**src/rtl/falafel_req_arbiter.sv**
```systemverilog
// Arbitrates alloc and free request streams onto a single shared allocator core,
// keeping at most one request outstanding. The mode is set through a config register.
package falafel_req_arbiter_pkg;
    localparam int unsigned DATA_W = 64;

    typedef logic [31:0] alloc_entry_t;

    typedef enum logic [1:0] {
        MODE_RR_0       = 2'b00,
        MODE_ALLOC_PRIO = 2'b01,
        MODE_FREE_PRIO  = 2'b10,
        MODE_RR_3       = 2'b11
    } arb_mode_e;
endpackage

module falafel_req_arbiter
    import falafel_req_arbiter_pkg::*;
#(
    parameter int unsigned         BURST_MAX    = 4,
    parameter logic [DATA_W-1:0]   ARB_CFG_ADDR = 64'h10
) (
    input  logic                clk_i,
    input  logic                rst_ni,

    input  logic                alloc_req_val_i,
    output logic                alloc_req_rdy_o,
    input  alloc_entry_t        alloc_req_data_i,

    input  logic                free_req_val_i,
    output logic                free_req_rdy_o,
    input  alloc_entry_t        free_req_data_i,

    output logic                core_req_val_o,
    input  logic                core_req_rdy_i,
    output alloc_entry_t        core_req_data_o,
    output logic                core_req_is_alloc_o,
    input  logic                core_done_i,

    input  logic                config_reg_write_i,
    input  logic [DATA_W-1:0]   config_reg_addr_i,
    input  logic [DATA_W-1:0]   config_reg_data_i,

    output logic                busy_o
);

    typedef enum logic [1:0] {
        IDLE      = 2'd0,
        ISSUE     = 2'd1,
        WAIT_DONE = 2'd2
    } state_e;

    localparam logic [7:0] BURST_LIM = 8'(BURST_MAX);

    state_e       state_q, state_d;
    arb_mode_e    mode_q;
    logic [7:0]   burst_q, burst_d;
    logic         last_alloc_q;
    logic         is_alloc_q;
    alloc_entry_t data_q;

    logic         accept;
    logic         grant_alloc;
    logic         alloc_rdy, free_rdy, core_val;
    logic         cfg_hit, mode_change;
    logic         prio_mode, prio_is_alloc, other_val;

    assign cfg_hit     = config_reg_write_i && (config_reg_addr_i == ARB_CFG_ADDR);
    assign mode_change = cfg_hit && (config_reg_data_i[1:0] != mode_q);

    // Selection always uses the registered mode, so a same-cycle config write
    // only affects later arbitrations.
    always_comb begin
        unique case (mode_q)
            MODE_ALLOC_PRIO: grant_alloc = alloc_req_val_i && !(free_req_val_i && burst_q == BURST_LIM);
            MODE_FREE_PRIO:  grant_alloc = alloc_req_val_i && (!free_req_val_i || burst_q == BURST_LIM);
            default:         grant_alloc = alloc_req_val_i && (!free_req_val_i || !last_alloc_q);
        endcase
    end

    assign prio_mode     = (mode_q == MODE_ALLOC_PRIO) || (mode_q == MODE_FREE_PRIO);
    assign prio_is_alloc = (mode_q == MODE_ALLOC_PRIO);
    assign other_val     = prio_is_alloc ? free_req_val_i : alloc_req_val_i;

    always_comb begin
        burst_d = burst_q;
        if (accept && prio_mode) begin
            if (grant_alloc == prio_is_alloc) begin
                if (other_val && burst_q != 8'hFF) begin
                    burst_d = burst_q + 8'd1;
                end
            end else begin
                burst_d = 8'd0;
            end
        end
        if (mode_change) begin
            burst_d = 8'd0;
        end
    end

    // NOTE: every combinational output gets a default first so no path infers a latch.
    always_comb begin
        state_d   = state_q;
        accept    = 1'b0;
        alloc_rdy = 1'b0;
        free_rdy  = 1'b0;
        core_val  = 1'b0;
        unique case (state_q)
            IDLE: begin
                if (alloc_req_val_i || free_req_val_i) begin
                    accept    = 1'b1;
                    alloc_rdy = grant_alloc;
                    free_rdy  = !grant_alloc;
                    state_d   = ISSUE;
                end
            end
            ISSUE: begin
                core_val = 1'b1;
                if (core_req_rdy_i) begin
                    state_d = WAIT_DONE;
                end
            end
            WAIT_DONE: begin
                if (core_done_i) begin
                    state_d = IDLE;
                end
            end
            default: state_d = IDLE;
        endcase
    end

    // NOTE: sequential state uses non-blocking assignments so all flops update together.
    always_ff @(posedge clk_i or negedge rst_ni) begin
        if (!rst_ni) begin
            state_q <= IDLE;
        end else begin
            state_q <= state_d;
        end
    end

    // The latched request is cleared on reset so a dropped request never leaks out.
    always_ff @(posedge clk_i or negedge rst_ni) begin
        if (!rst_ni) begin
            mode_q       <= MODE_RR_0;
            burst_q      <= 8'd0;
            last_alloc_q <= 1'b0;
            is_alloc_q   <= 1'b0;
            data_q       <= '0;
        end else begin
            burst_q <= burst_d;
            if (cfg_hit) begin
                mode_q <= arb_mode_e'(config_reg_data_i[1:0]);
            end
            if (accept) begin
                last_alloc_q <= grant_alloc;
                is_alloc_q   <= grant_alloc;
                data_q       <= grant_alloc ? alloc_req_data_i : free_req_data_i;
            end
        end
    end

    // Reset forces the FSM to IDLE, where ready would otherwise follow valid.
    assign alloc_req_rdy_o     = alloc_rdy && rst_ni;
    assign free_req_rdy_o      = free_rdy && rst_ni;
    assign core_req_val_o      = core_val;
    assign core_req_is_alloc_o = core_val && is_alloc_q;
    assign core_req_data_o     = data_q;
    assign busy_o              = (state_q != IDLE);

endmodule
```
**config.mk**
```make
export PLATFORM = sky130hd
export DESIGN_NAME = falafel_req_arbiter
export DESIGN_NICKNAME = d
export VERILOG_FILES = /design/src/rtl/falafel_req_arbiter.sv
export SDC_FILE = /design/constraint.sdc
export NUM_CORES = 1
export LEC_CHECK = 0
export CAP_MARGIN = 10
export CORE_AREA = 5 5 93 95
export DETAILED_ROUTE_END_ITERATION = 7
export DIE_AREA = 0 0 98 100
export PLACE_DENSITY_LB_ADDON = 0.1
export RECOVER_POWER = 100
export SYNTH_ARGS = -nofsm -noshare
export SYNTH_HDL_FRONTEND = slang
export SYNTH_SLANG_ARGS = --single-unit
```
**constraint.sdc**
```tcl
create_clock -name clk_i -period 6.5 [get_ports clk_i]
set_clock_uncertainty 0.15 [all_clocks]
set_input_delay 1.3 -clock clk_i [delete_from_list [all_inputs] [get_ports clk_i]]
set_output_delay 1.3 -clock clk_i [all_outputs]
set_load 0.01 [all_outputs]
```
* Word-level counts from Yosys, hierarchy flattened
Cells that the tools add are included.
Widths: inputs -> output; s select.
** Operators by class
- $add $sub $neg :: 1
- Equal/unequal tests :: 13
- Mux-type cells :: 18
- Reduce and logical (&&, ||, !) cells :: 24
** Operators with widths (number)
- $eq 64x5->1 const B :: 1
- $mux 32 :: 1
- $mux 8 :: 4
- $logic_and 1x1->1 :: 11
- $add 8x1->8 const B :: 1
- $eq 8x3->1 const B :: 1
- $mux 1 :: 8
- $ne 8x8->1 const B :: 1
- $mux 2 :: 3
- $ne 2x2->1 const B :: 3
- $pmux 2 s3 :: 1
- $eq 2x1->1 const B :: 2
- $eq 2x2->1 const B :: 2
- $logic_not 1->1 :: 4
- $logic_or 1x1->1 :: 4
- $reduce_bool 2->1 :: 2
- $ne 3x2->1 const B :: 1
- $reduce_and 3->1 :: 1
- $logic_not 2->1 :: 1
- $ne 2x2->1 :: 1
- $pmux 1 s2 :: 1
- $reduce_and 2->1 :: 1
- $eq 1x1->1 :: 1
** Word-level totals
- Bits in registers :: 45
- Output and inout bits :: 37
- Logic and storage cells :: 61

* Depth between registers and ports, before layout
Gate-level depths: netlist of the first run.
- Word-level depth :: 9
- Depth in mapped cells :: 8

* Worst setup path after synthesis of the first run
OpenSTA, ideal clock, no wires.
- Path kind :: input -> output
- Start :: in alloc_req_val_i
- End :: out free_req_rdy_o
- Data arrival time :: 2.637 ns
- Path slack :: 2.413 ns
- Stages :: 7
- Buffers on the path :: 3
- Path through :: clkbuf_1 > nor2_1 > or2_2 > clkbuf_1 > a21oi_1 > buf_2 > and2_1
** Between the ends
- Longest elaborated chain between the ends :: 6
- Elaborated cells between the ends (all ways) :: 9
- Those cells by class :: mux: 3; reduce/logical: 6
** RTL lines
- start, declared :: line 25 : input logic alloc_req_val_i,
- $logic_and 1x1->1, on equally long branches :: line 76, 74, 75
- $pmux 1 s2 :: line 73 : unique case (mode_q)
- $logic_not 1->1 :: line 112 : free_rdy = !grant_alloc;
- $mux 1 * :: line 109 : if (alloc_req_val_i || free_req_val_i) begin
- $mux 1 * :: line 107 : unique case (state_q)
- $logic_and 1x1->1 * :: line 163 : assign free_req_rdy_o = free_rdy && rst_ni;
- end, declared :: line 30 : output logic free_req_rdy_o,
Every way passes the cells marked *; elsewhere a longest branch is shown, timed or not.

* Worst setup path after layout of the first run
- Start :: in alloc_req_val_i
- End :: out alloc_req_rdy_o
** Between the ends
- Longest elaborated chain between the ends :: 5
- Elaborated cells between the ends (all ways) :: 8
- Those cells by class :: mux: 3; reduce/logical: 5
** RTL lines
- $logic_and 1x1->1, on equally long branches :: line 76, 74, 75
- $pmux 1 s2 :: line 73
- $mux 1 * :: line 109
- $mux 1 * :: line 107
- $logic_and 1x1->1 * :: line 162 : assign alloc_req_rdy_o = alloc_rdy && rst_ni;
- end, declared :: line 26 : output logic alloc_req_rdy_o,
Marked as above.

==> results of run 1 <==
## per-stage QoR
stage	hold WS, ns	cells
after floorplan	0.323	289
after global placement	0.344	549
after detailed placement	0.370	549
after CTS	0.388	557
after global routing	0.388	557
final	0.375	557
## registers in the layout, summed over array words and instances, names as in the netlist
name / count
burst_q: 8
core_req_data_o: 32
is_alloc_q: 1
mode_q: 2
state_q: 2
## power groups by stage
stage / registers (uW) / clock network (uW) / logic (uW)
after detailed placement: 451 / 0 / 747
after floorplan: 496 / 0 / 304
after global routing: 460 / 191 / 760
after global placement: 451 / 0 / 739
after CTS: 450 / 181 / 750
final: 444 / 175 / 690
## area by class of cell
cell class              count  area, um2  share of cell area, %
multi-input cells         215       1310                   29.6
flip-flops and latches     45       1130                   25.4
repair buffers            180       1760                   39.6
clock buffers               6       72.6                   1.63
clock inverters             2       15.0                  0.338
inverters                   7       26.3                  0.592
well taps                 102        128                   2.87
## cells by family after synthesis
kind of cell,Yosys count
xor+xnor,2
fa+ha+maj,4
simple gates,111
mux,3
buf+inv,29
flops,45
compound gates,95
## critical path: cells and delay by family
kind / cells / cell delay (ns)
buffers and inverters: 4 / 2.43
AND/OR/NAND/NOR: 2 / 0.48
## path summary, 6_finish.rpt
kind	from	end	slack, ns	cells past startpoint
setup / recovery	alloc_req_val_i	alloc_req_rdy_o	0.83	6
hold / removal	core_req_data_o[28]$_DFFE_PN0P_	core_req_data_o[28]$_DFFE_PN0P_	0.37	2
setup reg to reg	burst_q[0]$_DFFE_PN0P_	core_req_data_o[24]$_DFFE_PN0P_	3.46	8
hold reg to reg	core_req_data_o[28]$_DFFE_PN0P_	core_req_data_o[28]$_DFFE_PN0P_	0.37	2
max in group asynchronous	rst_ni	burst_q[7]$_DFFE_PN0P_	3.08	2
min in group asynchronous	rst_ni	core_req_data_o[22]$_DFFE_PN0P_	0.70	1
## cells in the mapped netlist (all sizes together), types with 2 or more instances
cell type / n
xor2: 2
nor4: 14
a31oi: 28
and2: 16
buf: 6
inv: 7
mux2: 2
nor2b: 5
dfrtp: 45
nor4b: 3
clkbuf: 16
a21oi: 25
nand2: 11
or2: 2
nand4: 6
ha: 4
or4: 4
nor2: 28
o21ai: 23
nand3: 11
a221o: 12
nor3b: 2
nor3: 5
## metal layers
layer  routed length (um)  GRT usage (%)  part of all wire [%]
met2                 4600           33.9                    48
met1                 3850           22.2                    41
met5                    0              0                     0
met3                  963           7.51                    10
met4                   65           3.73                  0.69
==> results by group, run 1 <==
STA
  – Clock period minus final worst setup slack: 5.67 ns
  – Slew headroom: -51.1%
  – Worst-Margin Slew: 2.27 ns
  – Setup TNS: 0 ns
  – Final worst-path setup slack: 0.830 ns
  – RSZ-0062 raised after global routing: false
  – Final Hold Viols: 0
  – Setup-failing EPs final: 0
  – FMAX: 176 MHz
  – Max-slew violation count: 42
  – Crit share post-route: 87.2%

Power and ir drop
  – Total power: 1310 uW
  – Int Power: 826 uW
  – PwrDens: 295 nW/um2
  – Combinational fraction of design power: 52.7%
  – Switching Fraction: 36.9%
  – Clock Power Share: 13.3%
  – Cell leakage power: 0.00168 uW
  – Worst vdd ir: 165 uV
  – Reg power frac: 34.0%
  – Net Sw Power: 483 uW

Synthesis
  – Mean post-synth cell area: 8.89 um2
  – Sequential area share after synthesis: 43.8%
  – Largest family of logic cells by synthesized area: simple AND/OR/NAND/NOR gates
  – Yosys warnings: 0
  – Synth area leader: dfrtp_1
  – Number of synthesized flops with an enable pin: 0
  – Mux share of post-synthesis cell area: 1.27%
  – Post-synthesis cell count: 289
  – Yosys reg bits: 45
  – Adder-cell share of the synthesized area: 1.95%
  – Top FF cell, synth: dfrtp_1
  – Yosys cell types: 42
  – Mapped Area: 2570 um2
  – Synth Area in XOR/XNOR: 0.682%
  – Synthesized Nets: 492
  – Simple-Gate Fraction of Synth Area: 24.1%
  – Compound-cell area share of the yosys netlist: 23.1%
  – Top cell type's share of synthesized area: 43.8%
  – Ranking of synthesized cells by area: dfrtp_1 (44%), a31oi_1 (6.8%), a21oi_1 (4.9%)
  – Synth async-reset ratio: 100%

Setup path
  – Slowest cell on the critical path: dlygate4sd3_1
  – Crit path DAT: 4.22 ns
  – Critical path, cell by cell: dlygate4sd3_1 > inv_1 > nor3_2 > clkbuf_1 > and2_1 > clkdlybuf4s50_1
  – CP endpoint kind: output pin
  – CP Class: primary input to output pin
  – Startpoint types: primary input
  – Worst path required time: 5.05 ns
  – Max incr delay on CP: 0.88 ns
  – Worst-path maximum fanout: 21

Place
  – GP Congestion: 0.850
  – HPWL Detailed: 7270 um
  – Placed Area: 4380 um2
  – Buffers added on ports: 173
  – Place WS: 1.27 ns

Clocking
  – Worst skew pair latency: 0.30 ns
  – CTS Root Cell: clkbuf_8
  – CTS Hold Buffers Added: 0
  – CTS Buf Count: 5
  – # clock sinks: 45
  – Setup bufs post-CTS: 0
  – H-tree level count: 2
  – CTS tree: yes
  – Clk buf depth: 2
  – Post_cts resized: 0
  – Clk slew on worst S/H paths: 0.09 ns

Layout
  – Nets: 657
  – Commonest non-fill, non-tap cells in the layout: clkdlybuf4s50_1 (134), dfrtp_1 (45), dlygate4sd3_1 (38)
  – Share of post-route cells with drive strength above 1: 3.52%
  – Filler cells: 697
  – Final Cell Area: 4440 um2
  – Inserted Diodes: 0
  – Synthesis-to-finish area growth: 72.7%
  – Commonest non-fill, non-tap cell in the layout: clkdlybuf4s50_1
  – Core Util, Final: 58.0%

GRT
  – Largest net degree at the start of global routing: 42
  – Initial antenna violation count: 0
  – Number of global-route vias before repair: 3,053
  – Global-route wire length before repair: 15,300 um
  – Total GRT Usage: 19.2%
  – Grt ovf: 0

Route
  – # DRC: 0
  – Iteration-0 DRC Markers: 140
  – WL/cell: 17.0 um
  – Vias per inst: 5.28
  – Via count: 2,942
  – Final ANT Viol Nets: 0
  – Routed WL: 9480 um
  – Drt first pass iters: 4

Flow run
  – Max cap viols: 1

Floorplan
  – Site Rows: 32
  – Die H: 100 um
  – Initial Util: 33.6%
  – Die X: 98 um
  – # IOs: 236
  – Die area: 9800 um2
  – Core area: 7650 um2

Run status
  – Outcome: finished, violations left
  – Failing checks: max-capacitance violations, max-slew violations

Min path
  – HP Class: flop to flop
Power figures use the tool's default switching activity.
==> run 2, diff against run 1 <==
--- a/config.mk
+++ b/config.mk
@@ -6,10 +6,10 @@
 export NUM_CORES = 1
 export LEC_CHECK = 0
 export CAP_MARGIN = 10
-export CORE_AREA = 5 5 93 95
+export CORE_AREA = 2 2 90 92
 export DETAILED_ROUTE_END_ITERATION = 7
-export DIE_AREA = 0 0 98 100
-export PLACE_DENSITY_LB_ADDON = 0.1
+export DIE_AREA = 0 0 92 94
+export PLACE_DENSITY_LB_ADDON = 0.15
 export RECOVER_POWER = 100
 export SYNTH_ARGS = -nofsm -noshare
 export SYNTH_HDL_FRONTEND = slang
==> run 2 against run 1 <==
Against the previous run:
- the flow still finishes with violations (max-capacitance violations, max-slew violations)
- first-iteration DRC count fell by 36%
- largest cell class unchanged
- global-route usage rose by 1.5 points
- non-clock buffer count down 2
- worst setup slack worse by 0.012 ns
- flip-flop and latch count did not move
- die area is 12% lower
- worst hold slack better by 0.0017 ns
- total power increased by 2.8%
- sequential power is 1% higher
- largest power group unchanged
- routed wire length decreased by 5.3%
- sequential share of layout area decreased by 0.064 points
==> results by group, run 2 (synthesis results as in run 1) <==
Run status
  – Outcome: finished, violations left
  – Failing checks: max-capacitance violations, max-slew violations

Floorplan
  – Site Rows: 32 (unchanged)
  – Die X: 92 um (-6.1%)
  – Die area: 8650 um2 (-12%)
  – Initial Util: 33.8% (+0.18 points)
  – Core area: 7610 um2 (-0.52%)
  – Die H: 94 um (-6.0%)
  – # IOs: 236 (unchanged)

Clocking
  – CTS Root Cell: clkbuf_8
  – Clk slew on worst S/H paths: 0.09 ns (about the same)
  – CTS Hold Buffers Added: 0 (unchanged)
  – Post_cts resized: 0 (unchanged)
  – CTS tree: yes
  – # clock sinks: 45 (unchanged)
  – Clk buf depth: 2 (unchanged)
  – Setup bufs post-CTS: 0 (unchanged)
  – H-tree level count: 2 (unchanged)
  – CTS Buf Count: 5 (unchanged)
  – Worst skew pair latency: 0.30 ns (about the same)

Layout
  – Share of post-route cells with drive strength above 1: 3.31% (-0.21 points)
  – Synthesis-to-finish area growth: 73.2%
  – Commonest non-fill, non-tap cell in the layout: clkdlybuf4s50_1
  – Inserted Diodes: 0 (unchanged)
  – Commonest non-fill, non-tap cells in the layout: clkdlybuf4s50_1 (135), dfrtp_1 (45), dlygate4sd3_1 (37)
  – Final non-filler cell total: 555 (-0.36%)
  – Max FFs per register: 32 (unchanged)
  – Nets: 655 (-0.30%)

STA
  – Setup TNS: 0 ns (unchanged)
  – Slew headroom: -20.9% (+30 points)
  – Max-slew violation count: 70 (+67%)
  – RSZ-0062 raised after global routing: false
  – Final Hold Viols: 0 (unchanged)
  – Setup-failing EPs final: 0 (unchanged)
  – FMAX: 176 MHz (-0.21%)
  – Crit share post-route: 87.4% (+0.18 points)
  – Clock period minus final worst setup slack: 5.68 ns (+0.0117 ns)
  – Worst-Margin Slew: 1.81 ns (-0.453 ns)

Route
  – Final ANT Viol Nets: 0 (unchanged)
  – Drt first pass iters: 4 (unchanged)
  – Top Layer Used: met4
  – WL met2: 4260 um (-7.3%)
  – # DRC: 0 (unchanged)
  – Routed WL: 8980 um (-5.3%)
  – Iteration-0 DRC Markers: 89 (-36%)
  – DR WL met3: 820 um (-15%)
  – Vias per inst: 5.24 (-0.87%)
  – Via count: 2,906 (-1.2%)
  – WL/cell: 16.2 um (-4.9%)
  – Metal-1 WL: 3760 um (-2.5%)

Power and ir drop
  – Cell leakage power: 0.00170 uW (+0.85%)
  – Worst vdd ir: 196 uV (+19%)
  – PwrDens: 303 nW/um2 (+2.6%)

GRT
  – Total GRT Usage: 20.7% (+1.5 points)
  – Number of global-route vias before repair: 2,837 (-7.1%)
  – Initial antenna violation count: 0 (unchanged)
  – Largest net degree at the start of global routing: 36 (-14%)
  – Grt ovf: 0 (unchanged)
  – Global-route wire length before repair: 14,200 um (-7.0%)

Setup path
  – Worst R2R Path Depth: 7 (-1)
  – Worst path required time: 5.05 ns (about the same)
  – Startpoint types: primary input
  – Worst-path maximum fanout: 26 (+24%)
  – CP Class: primary input to output pin
  – Crit path DAT: 4.23 ns (about the same)
  – CP endpoint kind: output pin

Min path
  – HP Class: flop to flop
  – Hold Path Depth: 1 (-1)

Place
  – HPWL Detailed: 6870 um (-5.5%)
  – Buffers added on ports: 173 (unchanged)
  – Placed Cells incl. Taps: 547 (-0.36%)
  – GP Congestion: 0.905 (+6.4%)

Flow run
  – Max cap viols: 3 (+2)
-- run 2: cell count changes in the layout (fill, tap and decap cells not counted), moves of 2 or more --
cell | before | now
and2_0 | 10 | 8
and2_1 | 6 | 8
clkbuf_1 | 7 | 5
clkinvlp_4 | 2 | 0
-- run 2: final timing paths --
kind | from | to | slack (ns)
min in group asynchronous | rst_ni | core_req_data_o[22]$_DFFE_PN0P_ | 0.87
worst min-delay path | state_q[1]$_DFFE_PN0P_ | state_q[1]$_DFFE_PN0P_ | 0.38
worst min register to register | state_q[1]$_DFFE_PN0P_ | state_q[1]$_DFFE_PN0P_ | 0.38
max in group asynchronous | rst_ni | burst_q[0]$_DFFE_PN0P_ | 3.20
worst max register to register | burst_q[1]$_DFFE_PN0P_ | core_req_data_o[22]$_DFFE_PN0P_ | 3.05
worst max-delay path | alloc_req_val_i | free_req_rdy_o | 0.82
-- run 2: metal layers --
| metal | track usage [%] | up-vias |
|---|---|---|
| met3 | 7.22 | 13 |
| met4 | 4.98 | 0 |
| met1 | 26.0 | 1356 |
| li1 | - | 1408 |
| met5 | 0 | - |
| met2 | 34.3 | 129 |
-- run 2: critical path: stages --
cell,delay (ns)
clkdlybuf4s50_1,0.47
clkbuf_1,0.91
nor2_1,0.16
or2_2,0.34
a21oi_1,0.12
buf_4,0.22
and2_1,0.14
clkdlybuf4s50_1,0.55
-- run 2: area by class of cell --
cell class	count	area, um2
clock buffers	6	72.6
clock inverters	2	38.8
fillers	684	3160
inverters	7	26.3
multi-input cells	215	1310
flip-flops and latches	45	1130
well taps	102	128
repair buffers	178	1750
-- run 2: power by group --
| group | total (uW) | internal (uW) | switching (uW) |
|---|---|---|---|
| sequential | 450 | 391 | 59.4 |
| combinational | 683 | 359 | 323 |
| clock | 214 | 116 | 98.1 |
-- run 2: per-stage QoR --
step,setup slack [ns],instance area [um2],total power [uW],hold WS (ns),utilization [%]
after floorplan,2.41,2570,800,0.323,-
after global placement,1.24,4360,1180,0.343,57.3
after detailed placement,1.29,4360,1190,0.358,57.3
after CTS,1.28,4470,1410,0.378,58.8
after global routing,0.601,4450,1440,0.406,58.5
final,0.819,4450,1350,0.376,58.5
